[src/rtl/grf_mp.sv]
// Multi-port general register file: two write ports (W1 wins), NUM_RD bypassed read ports, busy scoreboard.
// Optional write trace enabled by defining GRF_TRACE_EN.
module grf_mp #(
    parameter int DATA_W   = 32,
    parameter int ADDR_W   = 5,
    parameter int NUM_RD   = 2,
    parameter int ZERO_REG = 1
) (
    input  logic                       clk,
    input  logic                       rst,
    input  logic [NUM_RD*ADDR_W-1:0]   rd_addr,
    output logic [NUM_RD*DATA_W-1:0]   rd_data,
    output logic [NUM_RD-1:0]          rd_busy,
    input  logic                       wr0_we,
    input  logic [ADDR_W-1:0]          wr0_addr,
    input  logic [DATA_W-1:0]          wr0_data,
    input  logic [31:0]                wr0_pc,
    input  logic                       wr1_we,
    input  logic [ADDR_W-1:0]          wr1_addr,
    input  logic [DATA_W-1:0]          wr1_data,
    input  logic [31:0]                wr1_pc,
    input  logic                       iss_we,
    input  logic [ADDR_W-1:0]          iss_addr
);

    localparam int   DEPTH     = 1 << ADDR_W;
    localparam logic ZERO_EN_C = (ZERO_REG != 32'sd0);

    function automatic logic is_zero_reg(input logic [ADDR_W-1:0] addr);
        return ZERO_EN_C && (addr == {ADDR_W{1'b0}});
    endfunction

    logic [DATA_W-1:0] mem_r [DEPTH];
    logic [DEPTH-1:0]  busy_r;

    logic w0_eff_s;
    logic w1_eff_s;
    logic iss_eff_s;
    logic w0_shadow_s;

    assign w0_eff_s    = wr0_we && !rst && !is_zero_reg(wr0_addr);
    assign w1_eff_s    = wr1_we && !rst && !is_zero_reg(wr1_addr);
    assign iss_eff_s   = iss_we && !rst && !is_zero_reg(iss_addr);
    // W0 is dropped when the younger stage writes the same register in the same cycle
    assign w0_shadow_s = w1_eff_s && (wr0_addr == wr1_addr);

    // Register storage update; reset clears every entry and discards same-cycle writes
    always_ff @(posedge clk) begin
        if (rst) begin
            for (int i = 0; i < DEPTH; i++) begin
                mem_r[i] <= {DATA_W{1'b0}};
            end
        end else begin
            if (w0_eff_s && !w0_shadow_s) begin
                mem_r[wr0_addr] <= wr0_data;
            end
            if (w1_eff_s) begin
                mem_r[wr1_addr] <= wr1_data;
            end
        end
    end

    // Busy scoreboard: writeback clears, issue sets; the set is last so a new producer wins
    always_ff @(posedge clk) begin
        if (rst) begin
            busy_r <= {DEPTH{1'b0}};
        end else begin
            if (w0_eff_s) begin
                busy_r[wr0_addr] <= 1'b0;
            end
            if (w1_eff_s) begin
                busy_r[wr1_addr] <= 1'b0;
            end
            if (iss_eff_s) begin
                busy_r[iss_addr] <= 1'b1;
            end
        end
    end

    for (genvar k = 0; k < NUM_RD; k++) begin : g_rd
        logic [ADDR_W-1:0] addr_s;
        logic [DATA_W-1:0] data_s;
        logic              busy_s;
        logic              hit0_s;
        logic              hit1_s;

        assign addr_s = rd_addr[k*ADDR_W +: ADDR_W];
        assign hit0_s = w0_eff_s && (wr0_addr == addr_s);
        assign hit1_s = w1_eff_s && (wr1_addr == addr_s);

        // Read mux: reset, hardwired zero, W1 bypass, W0 bypass, then storage
        always_comb begin
            data_s = {DATA_W{1'b0}};
            busy_s = 1'b0;
            if (rst) begin
                data_s = {DATA_W{1'b0}};
                busy_s = 1'b0;
            end else if (is_zero_reg(addr_s)) begin
                data_s = {DATA_W{1'b0}};
                busy_s = 1'b0;
            end else if (hit1_s) begin
                data_s = wr1_data;
                busy_s = 1'b0;
            end else if (hit0_s) begin
                data_s = wr0_data;
                busy_s = 1'b0;
            end else begin
                data_s = mem_r[addr_s];
                busy_s = busy_r[addr_s];
            end
        end

        assign rd_data[k*DATA_W +: DATA_W] = data_s;
        assign rd_busy[k]                  = busy_s;
    end

`ifdef GRF_TRACE_EN
    // Write trace, older stage first; a colliding W0 write is not reported
    always @(posedge clk) begin
        if (w0_eff_s && !w0_shadow_s) begin
            $display("%d@%h: $%d <= %h", $time, wr0_pc, wr0_addr, wr0_data);
        end
        if (w1_eff_s) begin
            $display("%d@%h: $%d <= %h", $time, wr1_pc, wr1_addr, wr1_data);
        end
    end
`else
    logic unused_pc_s;
    assign unused_pc_s = ^{wr0_pc, wr1_pc};
`endif

endmodule

[config.mk]
export PLATFORM = sky130hd
export DESIGN_NAME = grf_mp
export DESIGN_NICKNAME = d
export VERILOG_FILES = /design/src/rtl/grf_mp.sv
export SDC_FILE = /design/constraint.sdc
export NUM_CORES = 2
export LEC_CHECK = 0
export ABC_CLOCK_PERIOD_IN_PS = 4520
export BUFFER_PORTS_ARGS = -buffer_cell sky130_fd_sc_hd__buf_2
export CAP_MARGIN = 5
export CORE_MARGIN = 2
export CORE_UTILIZATION = 35
export CTS_BUF_LIST = sky130_fd_sc_hd__clkbuf_8
export DETAILED_ROUTE_END_ITERATION = 8
export PLACE_DENSITY = 0.54
export SLEW_MARGIN = 10
export SYNTH_ARGS = -nofsm -noshare
export SYNTH_HDL_FRONTEND = slang
export SYNTH_SLANG_ARGS = --single-unit
[constraint.sdc]
create_clock -name clk -period 4.52 [get_ports clk]
set_clock_uncertainty 0.15 [all_clocks]
set_input_delay 0.678 -clock clk [delete_from_list [all_inputs] [get_ports clk]]
set_output_delay 0.678 -clock clk [all_outputs]
set_load 0.005 [all_outputs]
======== Word level (Yosys, flattened, before mapping) ========
Memory sizes are Yosys's and may differ from the RTL's.
Cells that the tools add are included.
operators by class
  order comparisons ....................... 8
  eq/ne operators ......................... 5
  mux-type cells .......................... 45
  bitwise logic cells ..................... 5
  reductions and logical operators ........ 27
operators by type and width
  operator                                                                             number
  32-bit two-way mux                                                                   15
  32-bit bitwise AND                                                                   2
  32-bit inverter                                                                      2
  32-bit OR reduction                                                                  2
  32-bit bitwise OR                                                                    1
  5-bit by 6-bit less-than comparator with 1-bit output, second input constant         5
  5-bit equality test                                                                  5
  5-bit zero test                                                                      5
  1-bit two-way mux                                                                    23
  1-bit demux with 5-bit select                                                        3
  5-bit by 1-bit greater-or-equal comparator with 1-bit output, second input constant  3
  1-bit logical AND                                                                    15
  1-bit binary-select mux with 5-bit select                                            2
  5-bit two-way mux                                                                    2
  1-bit zero test                                                                      5
storage, ports and cells
  bits in registers ....................... 32
  memory bits (writable) .................. 1024
  input bits .............................. 158
  output and inout port bits .............. 66
  logic and storage cells ................. 92
  memories kept ........................... 1
memory list
  name   depth  bits a word  rd ports  clocked after memory_dff  write ports  RTL line  text
  mem_r  32     32           2         0                         32           33        logic [DATA_W-1:0] mem_r [DEPTH];

======== Logic depth before layout (Yosys ltp) ========
  depth after elaboration ................. 13
  mapped depth ............................ 11
  depth with buffers taken out ............ 6

======== Least setup slack after synthesis ========
OpenSTA, ideal clock, no wires.
  path type ............................... input-to-output
  from .................................... input rd_addr[0]
  to ...................................... output rd_data[24]
  arrival ................................. 2.697 ns
  required time ........................... 3.692 ns
  path slack .............................. 0.995 ns
  stages .................................. 9
  path buffers ............................ 3
  cell sequence ........................... buf_2 -> buf_2 -> buf_2 -> mux4_2 -> a22oi_1 -> nand2_1 -> a22oi_1 -> nor2_1 -> a221o_1
on the way
  cells in the longest elaborated chain, start to end .. 6
  elaborated cells between the ends (all ways) .. 10
  those cells by class .................... 2 x eq/ne; 4 x mux; 3 x reduce/logical; 1 x memory
ends and longest elaborated chain
  element                                                                     RTL line  text
  from (decl)                                                                 11        input logic [NUM_RD*ADDR_W-1:0] rd_addr,
  parallel branches: the longest is 4 deep, another holds memory 32 x 32 bit  -
  32-bit two-way mux *                                                        98        end else if (is_zero_reg(addr_s)) begin
  32-bit two-way mux *                                                        95        if (rst) begin
  to (decl)                                                                   12        output logic [NUM_RD*DATA_W-1:0] rd_data,
Every way passes the cells marked *.

======== Final worst setup path ========
  from .................................... input rd_addr[0]
  to ...................................... output rd_data[21]
The elaborated chain is that of the path after synthesis.

==> impl_metrics.tcl <==
set metrics [dict create \
    p_total_mw 23.2 \
    power_frac_seq_pct 49.9 \
    reg2reg_slack_ns 3.54 \
    clock_path_buffers 3 \
    combinationalPowerShare_pct 16.0 \
    antenna_found_initial 20 \
    worst_hold_slack_ns 0.106 \
    design.core.area_sq_um 174000 \
    cp_max_fo 20 \
    drt_iter0_drc 6270 \
    netlist_top_cells_area "edfxtp_1, mux4_2, a22o_1" \
    vias_per_cell 6.90 \
    fin_nets 4567 \
    first_global_vias 46800 \
    synth_area_sq_um 61500 \
    clkPwrFrac_pct 34.1 \
    cts.sinks 1056 \
    drv_cap 0 \
    p_sw_mw 6.71 \
    drive_gt1_share_pct 27.6 \
    cp.arrival_ns 3.49 \
    cp.required_ns 3.69 \
    p_int_mw 16.5 \
    synth_top_area_share_pct 50.0 \
    switching_share_pct 28.9 \
    dp_slack_ns 0.339 \
    clkLatencyLatePin_ns 0.92 \
    floorplan.initialDensity_pct 35.3 \
    powerDensity_nw_per_um2 335 \
    numPortBuffers 159 \
    drtAntennaViolNets 0 \
    maxSlewHeadroom_pct 35.6 \
    die_area_sq_um 179000 \
    r2r-start "busy_r[21]" \
    tns_ns 0 \
    placed_cell_area_sq_um 66100 \
    grt_max_degree 71 \
    period_minus_slack_ns 4.31 \
    fin_crit_sh_pct 95.4 \
    status "finished, final reports clean" \
    worstHoldStart "iss_addr[1]" \
    synthTopCellsByCount "edfxtp_1, a22o_1, clkbuf_1" \
    avgSynthCellArea_sq_um 14.0 \
    stdcell_count 6879 \
    grt_usage_pct 28.9 \
    syn_inst 4401 \
    dpl.hpwl_mm 159 \
    cts_tree "done" \
    crit_type "primary input to output port" \
    yosysWarningCount 0 \
    max_freq_ghz 0.232 \
    h-tree-depth 4 \
    detail_route.wirelength_mm 266 \
    rows 153 \
    globalplace.congestion 0.944 \
    fp.dieW_um 423 \
    grt_pass1_wl_mm 366 \
    hold_viol 0 \
    synthDistinctLibCells 60 \
    hp-class "primary input to register" \
    rsz0062_at_grt "no" \
    worstSetupStartpointType "primary input" \
    final_area_sq_um 69300 \
    synth_most_common_cell "edfxtp_1" \
    first_pass_iters 6 \
    drv_slew 0 \
    yosysSeqAreaShare_pct 51.0 \
    ff2ff_path_depth 3 \
    cts_resized 0 \
    vias 47500 \
    cts_buffers 179 \
    synth-main-ff-cell "edfxtp_1" \
    ir_drop_uv 325 \
    synth_edf_count 1024 \
    yosysTopAreaCell "edfxtp_1" \
    leakagePower_nw 24.1 \
    wire_per_inst_um 38.6 \
    min_to "busy_r[11]" \
    r2r-end "busy_r[21]" \
    utilization_pct 39.8 \
    cp-startpoint "rd_addr[0]" \
    ys_seq_elements 1056 \
    setup_violations 0 \
    dp_cells 6544 \
    io_pins 224 \
    route.detailed.drc 0 \
    tightest_slew_ns 0.964 \
    endpoint_kind "output port" \
    synthArstFlopShare_pct 0 \
    path_clk_slew_ns 0.06 \
    whs_path_depth 3 \
    finalWorstSetupSlack_ns 0.206 \
    grt-ovfl-total 0 \
    cts-root-buf "clkbuf_8" \
    die_height_um 423 \
    area_growth_pct 12.8 \
]
## sequential cells by signal, summed over array words and instances, names as in the netlist
register and cells:
mem_r 1024, busy_r 32
## metal layers
metal	global-route usage (%)	routed length [um]	part of all wire [%]
met5	0	16	0.0060
met4	17.6	17500	6.6
met3	6.85	29300	11
met2	45.2	122000	46
met1	36.3	96700	36
## how the worst max path moves through the flow
stage | to | cells past startpoint
6_report | rd_data[21] | 10
2_1_floorplan | rd_data[24] | 9
5_1_grt | rd_data[21] | 10
4_1_cts | rd_data[59] | 8
3_5_place_dp | rd_data[59] | 8
3_3_place_gp | rd_data[59] | 8
## cell usage in the layout (no fill, tap or decap), types with 32 or more instances in the layout
| cell type | n |
|---|---|
| o221ai_1 | 148 |
| buf_12 | 52 |
| edfxtp_1 | 1024 |
| conb_1 | 32 |
| mux4_2 | 431 |
| a21oi_1 | 64 |
| inv_1 | 87 |
| clkbuf_8 | 186 |
| a22oi_1 | 55 |
| o22ai_1 | 81 |
| dfxtp_1 | 32 |
| a221o_1 | 40 |
| clkinv_1 | 39 |
| mux2i_1 | 292 |
| buf_2 | 152 |
| a22o_1 | 992 |
| buf_4 | 283 |
| nand2_1 | 103 |
| nor2_1 | 74 |
| nor2_4 | 57 |
## power groups by stage
| stage | registers [mW] | logic, mW | clock network [mW] |
|---|---|---|---|
| floorplan | 11.7 | 2.14 | 0 |
| global placement | 11.7 | 3.59 | 0 |
| detailed placement | 11.8 | 3.60 | 0 |
| CTS | 11.6 | 3.62 | 7.98 |
| global route | 11.6 | 3.81 | 8.37 |
| finish | 11.6 | 3.72 | 7.91 |
## repair_timing
action                                 in CTS  in global routing
buffers inserted                            0                  0
hold buffers                                9                  0
endpoints found under the hold margin      16                  0
## worst max-delay path: stages
cell      delay [ns]
buf_8           0.28
buf_12          0.22
buf_12          0.20
mux2i_1         0.22
o221ai_1        0.29
a21o_1          0.25
a32oi_1         0.38
o22ai_1         0.16
a221o_1         0.50
buf_2           0.21
## cell type report
class | count | area [sq um]
Fill cell | 16200 | 105000
Antenna cell | 15 | 37.5
Tap cell | 2325 | 2910
Clock inverter | 125 | 536
Timing Repair Buffer | 500 | 4080
Clock buffer | 186 | 2560
Sequential cell | 1056 | 31400
Inverter | 28 | 108
Multi-Input combinational cell | 2644 | 27700
## logic make-up (layout without fill, tap and decap cells)
kind of cell / after synthesis / count (layout) / synth area share, %
AOI/OAI and AO/OA: 1476 / 1476 / 20.1
DFF: 1056 / 1056 / 51.0
buffers and inverters: 732 / 839 / 4.93
muxes: 723 / 723 / 20.5
and+or+nand+nor: 388 / 388 / 2.99
xor gates and xnor gates: 25 / 25 / 0.356
other: 1 / 47 / 0.00610
Power figures use the tool's default switching activity.
